<file path="src/rtl/jt1943_romarb.sv">
// jt1943_romarb: three-client ROM read arbiter in front of a 16-bit SDRAM
// controller. Each grant fetches two consecutive 16-bit words, low word
// first, and assembles them into a shared 32-bit dout. The winning client
// gets a one-cycle weN strobe only if it is still asking for the same address
// when the data arrives.
// Optional feature: define JT1943_ROMARB_RR_EN for round-robin arbitration;
// otherwise a fixed 0>1>2 priority is used and no pointer register exists.
module jt1943_romarb #(
  parameter int AW = 22
) (
  input  logic          clk,
  input  logic          rst,
  input  logic          req0,
  input  logic          req1,
  input  logic          req2,
  input  logic [AW-1:0] addr0,
  input  logic [AW-1:0] addr1,
  input  logic [AW-1:0] addr2,
  output logic          we0,
  output logic          we1,
  output logic          we2,
  output logic [31:0]   dout,
  output logic          sdram_req,
  output logic [AW-1:0] sdram_addr,
  input  logic          sdram_ack,
  input  logic          sdram_rdy,
  input  logic [15:0]   sdram_din
);

  localparam logic [2:0] IDLE     = 3'd0;
  localparam logic [2:0] WAIT_ACK = 3'd1;
  localparam logic [2:0] WORD0    = 3'd2;
  localparam logic [2:0] WORD1    = 3'd3;
  localparam logic [2:0] DONE     = 3'd4;

  logic [2:0]    state_q, state_d;
  logic [1:0]    gnt_q;
  logic [AW-1:0] addr_q;
  logic          req_q;
  logic [31:0]   dout_q;

  logic          any_req;
  logic [1:0]    sel;
  logic [AW-1:0] sel_addr;
  logic [AW-1:0] gnt_addr;
  logic          gnt_req;
  logic          hit;

`ifdef JT1943_ROMARB_RR_EN
  // ptr_q holds the client the next search starts from
  logic [1:0] ptr_q;

  // Round-robin pick: search rotates starting at ptr_q
  always_comb begin
    sel = 2'd0;
    case (ptr_q)
      2'd1: begin
        if (req1)      sel = 2'd1;
        else if (req2) sel = 2'd2;
        else           sel = 2'd0;
      end
      2'd2: begin
        if (req2)      sel = 2'd2;
        else if (req0) sel = 2'd0;
        else           sel = 2'd1;
      end
      default: begin
        if (req0)      sel = 2'd0;
        else if (req1) sel = 2'd1;
        else           sel = 2'd2;
      end
    endcase
  end

  // Advance the search start past the client just granted (2 wraps to 0)
  always_ff @(posedge clk or posedge rst) begin
    if (rst) begin
      ptr_q <= 2'd0;
    end else if (state_q == IDLE && any_req) begin
      ptr_q <= (sel == 2'd2) ? 2'd0 : 2'(sel + 2'd1);
    end
  end
`else
  // Fixed priority pick: client 0 beats 1 beats 2
  always_comb begin
    sel = 2'd0;
    if (req0)      sel = 2'd0;
    else if (req1) sel = 2'd1;
    else           sel = 2'd2;
  end
`endif

  assign any_req = req0 | req1 | req2;

  // Address of the client being granted this cycle
  always_comb begin
    sel_addr = addr0;
    case (sel)
      2'd1:    sel_addr = addr1;
      2'd2:    sel_addr = addr2;
      default: sel_addr = addr0;
    endcase
  end

  // Live request/address of the client that owns the transaction in flight
  always_comb begin
    gnt_addr = addr0;
    gnt_req  = req0;
    case (gnt_q)
      2'd1: begin
        gnt_addr = addr1;
        gnt_req  = req1;
      end
      2'd2: begin
        gnt_addr = addr2;
        gnt_req  = req2;
      end
      default: begin
        gnt_addr = addr0;
        gnt_req  = req0;
      end
    endcase
  end

  // Next-state logic; ack and rdy only matter in the states that expect them
  always_comb begin
    state_d = state_q;
    case (state_q)
      IDLE:     if (any_req)   state_d = WAIT_ACK;
      WAIT_ACK: if (sdram_ack) state_d = WORD0;
      WORD0:    if (sdram_rdy) state_d = WORD1;
      WORD1:    if (sdram_rdy) state_d = DONE;
      DONE:                    state_d = IDLE;
      default:                 state_d = IDLE;
    endcase
  end

  // State, grant latch, SDRAM request and data assembly; reset abandons any
  // transaction in flight
  always_ff @(posedge clk or posedge rst) begin
    if (rst) begin
      state_q <= IDLE;
      gnt_q   <= 2'd0;
      addr_q  <= '0;
      req_q   <= 1'b0;
      dout_q  <= 32'd0;
    end else begin
      state_q <= state_d;
      case (state_q)
        IDLE: begin
          if (any_req) begin
            gnt_q  <= sel;
            addr_q <= sel_addr;
            req_q  <= 1'b1;
          end
        end
        WAIT_ACK: begin
          if (sdram_ack) req_q <= 1'b0;
        end
        WORD0: begin
          if (sdram_rdy) dout_q[15:0] <= sdram_din;
        end
        WORD1: begin
          if (sdram_rdy) dout_q[31:16] <= sdram_din;
        end
        default: ;
      endcase
    end
  end

  // Strobe the owner only if it still wants the very address that was fetched
  always_comb begin
    hit = (state_q == DONE) && gnt_req && (gnt_addr == addr_q);
    we0 = hit && (gnt_q == 2'd0);
    we1 = hit && (gnt_q == 2'd1);
    we2 = hit && (gnt_q == 2'd2);
  end

  assign dout       = dout_q;
  assign sdram_req  = req_q;
  assign sdram_addr = addr_q;

endmodule

</file>
<file path="config.mk">
export PLATFORM = sky130hd
export DESIGN_NAME = jt1943_romarb
export DESIGN_NICKNAME = d
export VERILOG_FILES = /design/src/rtl/jt1943_romarb.sv
export SDC_FILE = /design/constraint.sdc
export NUM_CORES = 1
export LEC_CHECK = 0
export BUFFER_PORTS_ARGS = -buffer_cell sky130_fd_sc_hd__buf_2
export CELL_PAD_IN_SITES_DETAIL_PLACEMENT = 2
export CELL_PAD_IN_SITES_GLOBAL_PLACEMENT = 2
export CORE_MARGIN = 2
export CORE_UTILIZATION = 30
export CTS_CLUSTER_DIAMETER = 150
export DETAILED_ROUTE_END_ITERATION = 16
export GPL_TIMING_DRIVEN = 1
export PLACE_DENSITY_LB_ADDON = 0.1
export SYNTH_ARGS = -nofsm -noshare
export SYNTH_HDL_FRONTEND = slang
export SYNTH_SLANG_ARGS = --single-unit
</file>
<file path="constraint.sdc">
create_clock -name clk -period 3.6 [get_ports clk]
set_clock_uncertainty 0.15 [all_clocks]
set_input_delay 0.54 -clock clk [delete_from_list [all_inputs] [get_ports clk]]
set_output_delay 0.54 -clock clk [all_outputs]
set_load 0.02 [all_outputs]
</file>
==> impl_metrics.toml <==
[final_layout]
fin_nets = 633
fin_area_um2 = 4840
drive_gt1_frac = 0.3718
area_delta_synth_final_pct = 33.79
n_antenna_cell = 0
utilization = 0.4063

[job]
cap_violations = 0

[critical_path]
rr_endpoint = "sdram_addr[19]"
rr_startpoint = "state_q[2]"
worst-r2r-setup-slack_ps = 1220
start_kind = "flop"
worst_ep_required_time_ps = 2910
path_class = "flop to primary output"
critical_path_arrival_ps = 2740
end_kind = "primary output"
crit_path_max_fanout = 50
r2r_cells = 5

[clocking]
cts_tree = "done"
insertion_delay_ps = 340
cts_root_buf = "clkbuf_16"
numCtsBuffers = 9
cts_hold_buf = 0
clock-sinks = 60
clk_pin_slew_ps = 50
clockBufferDepth = 2
htreeDepth = 3

[timing]
hold_viol = 0
fmax_mhz = 291.2
fin_crit_sh = 0.9540
setup_viol = 0
tightest_slew_ps = 897.8
drv_slew = 0
tns_ps = 0
maxSlewHeadroom = 0.4006
min_period_ps = 3434

[logic_synthesis]
synthCells = 401
syn_avg_cell_area_um2 = 9.020
synth-seq-area-share = 0.4151
yosysMostFrequentCell = "dfrtp_1"
synth_area_um2 = 3617
synthTopCellsByArea = "dfrtp_1 (42%), mux2_2 (10%), mux2i_1 (6.4%)"
synth_common_cells = "dfrtp_1 (60), nand2_1 (43), nor2_1 (41)"
synth_area_leader_cell = "dfrtp_1"
yosys.cell_types.count = 36
yosys_register_bits = 60
ys_async_sr_fraction = 1.000
synthFlopType = "dfrtp_1"
synth_edf_count = 0
syn_nets = 493
synth_top_cell_area_share = 0.4151
yosysWarnings = 0

[global_route]
grt_max_degree = 51
antenna_found_initial = 0
grt_pass1_vias = 4142
grt_overflow = 0
grt_pass1_wl_um = 21760
grt_util_all_layers = 0.2187

[pwr]
p_sw_mw = 2.090
switching_share = 0.4466
seq_power_share = 0.281
p_int_mw = 2.591
power_mw = 4.681
pwr-share-clk = 0.212
power_density_nw_per_um2 = 967.2
leakagePower_nw = 2.323
combPwrFrac = 0.507
vdd_drop_max_mv = 0.4549

[floorplan]
start_util = 0.3037
pin_count = 147
rows = 40
core-area_um2 = 11910
fp.dieArea_um2 = 12950
die_h_um = 113.8
die_w_um = 113.8

[placed_design]
io_buffers = 146
post_dp_cell_area_um2 = 4497
routabilityCongestion = 0.8604
dp_hpwl_um = 10320

[route]
drt_iter0_drc = 133
remaining_drc_errors = 0
wl_per_cell_um = 19.78
via_per_inst = 5.296
drtAntennaViolNets = 0
vias = 3670
first_pass_iters = 4
wirelength_um = 13710

[run_status]
status = "finished clean"

[hold_path]
hold_class = "input pin to async pin"
timing repair:
action | in CTS | in global routing
gates resized for setup | 0 | 2
setup buffers | 0 | 0
endpoints found under the setup margin | 0 | 2
worst max-delay path: stages, from the launching register on:
cell	delay, ps
dfrtp_1	370
inv_1	80
ha_1	330
buf_12	190
nor2_1	150
nor2_1	60
o32a_1	280
nor2_1	130
nand4_1	200
nor4_1	360
buf_2	230
metal layers:
metal / track usage / up-vias / wire [um]
met5: 0 / - / 0
met4: 0.06829 / 0 / 219
met3: 0.06908 / 15 / 992
met2: 0.3709 / 111 / 6781
met1: 0.2658 / 1822 / 5718
li1: - / 1722 / -
power groups by stage:
stage | clock (mW) | combinational [mW] | sequential (mW)
finish | 0.992 | 2.38 | 1.31
global route | 1.04 | 2.63 | 1.37
CTS | 1.02 | 2.40 | 1.33
detailed placement | 0 | 2.38 | 1.32
global placement | 0 | 2.30 | 1.30
floorplan | 0 | 1.23 | 1.61
final cells by class:
cell class	instances	area [um^2]
fillers	1351	7072
multi-input cells	297	1931
flip-flops and latches	60	1501
repair buffers	154	819.5
clock buffers	11	232.7
well taps	147	183.9
clock inverters	5	100.1
inverters	19	71.32
logic make-up (layout without fill, tap and decap cells):
logic type / Yosys count / after routing / synth area share
flops: 60 / 60 / 0.4151
simple gates: 118 / 118 / 0.1442
mux: 55 / 55 / 0.1633
compound gates: 108 / 108 / 0.1826
xor+xnor: 13 / 13 / 0.03148
fa+ha+maj: 3 / 3 / 0.01038
buf+inv: 44 / 189 / 0.05292
per-stage QoR:
step / setup slack (ps) / hold slack, ps / instances
4_1_cts: 154.8 / 279.0 / 693
6_report: 165.6 / 249.3 / 693
3_3_place_gp: 713.1 / 333.0 / 677
5_1_grt: -50.36 / 307.3 / 693
2_1_floorplan: 589.3 / 337.9 / 401
3_5_place_dp: 537.8 / 346.0 / 677
placed cells by master, fill, tap and decap left out, types with 3 or more instances in the layout:
| master | synthesis | layout |
|---|---|---|
| a31oi_1 | 5 | 5 |
| ha_1 | 3 | 3 |
| nand4_1 | 11 | 11 |
| clkbuf_16 | 0 | 9 |
| a21oi_1 | 32 | 32 |
| buf_2 | 12 | 146 |
| a22oi_1 | 18 | 18 |
| a311oi_1 | 3 | 3 |
| o22ai_1 | 6 | 6 |
| mux2_2 | 32 | 32 |
| a211oi_1 | 7 | 7 |
| mux2i_1 | 23 | 23 |
| bufinv_16 | 0 | 3 |
| xor2_1 | 11 | 11 |
| nor2_1 | 41 | 41 |
| nand2_1 | 43 | 43 |
| nand3_1 | 8 | 8 |
| dfrtp_1 | 60 | 60 |
| nor3_1 | 3 | 3 |
| nor4_1 | 5 | 4 |
| a311o_1 | 3 | 3 |
| buf_4 | 1 | 5 |
| o21ai_0 | 29 | 29 |
| inv_1 | 19 | 18 |
sequential cells by signal, summed over array words and instances, names as in the netlist:
signal      cells
dout           32
sdram_addr     22
state_q         3
gnt_q           2
sdram_req       1
how the worst max path moves through the flow:
stage                        start  end  slack (ps)  cells after the start
final                     gnt_q[0]  we1         170                     10
after global routing      gnt_q[1]  we1         -50                     10
after CTS                 gnt_q[1]  we2         150                     10
after detailed placement  gnt_q[1]  we2         540                     10
after global placement    gnt_q[0]  we0         710                     10
after floorplan           gnt_q[0]  we0         590                      9
(Power assumes the default switching activity.)
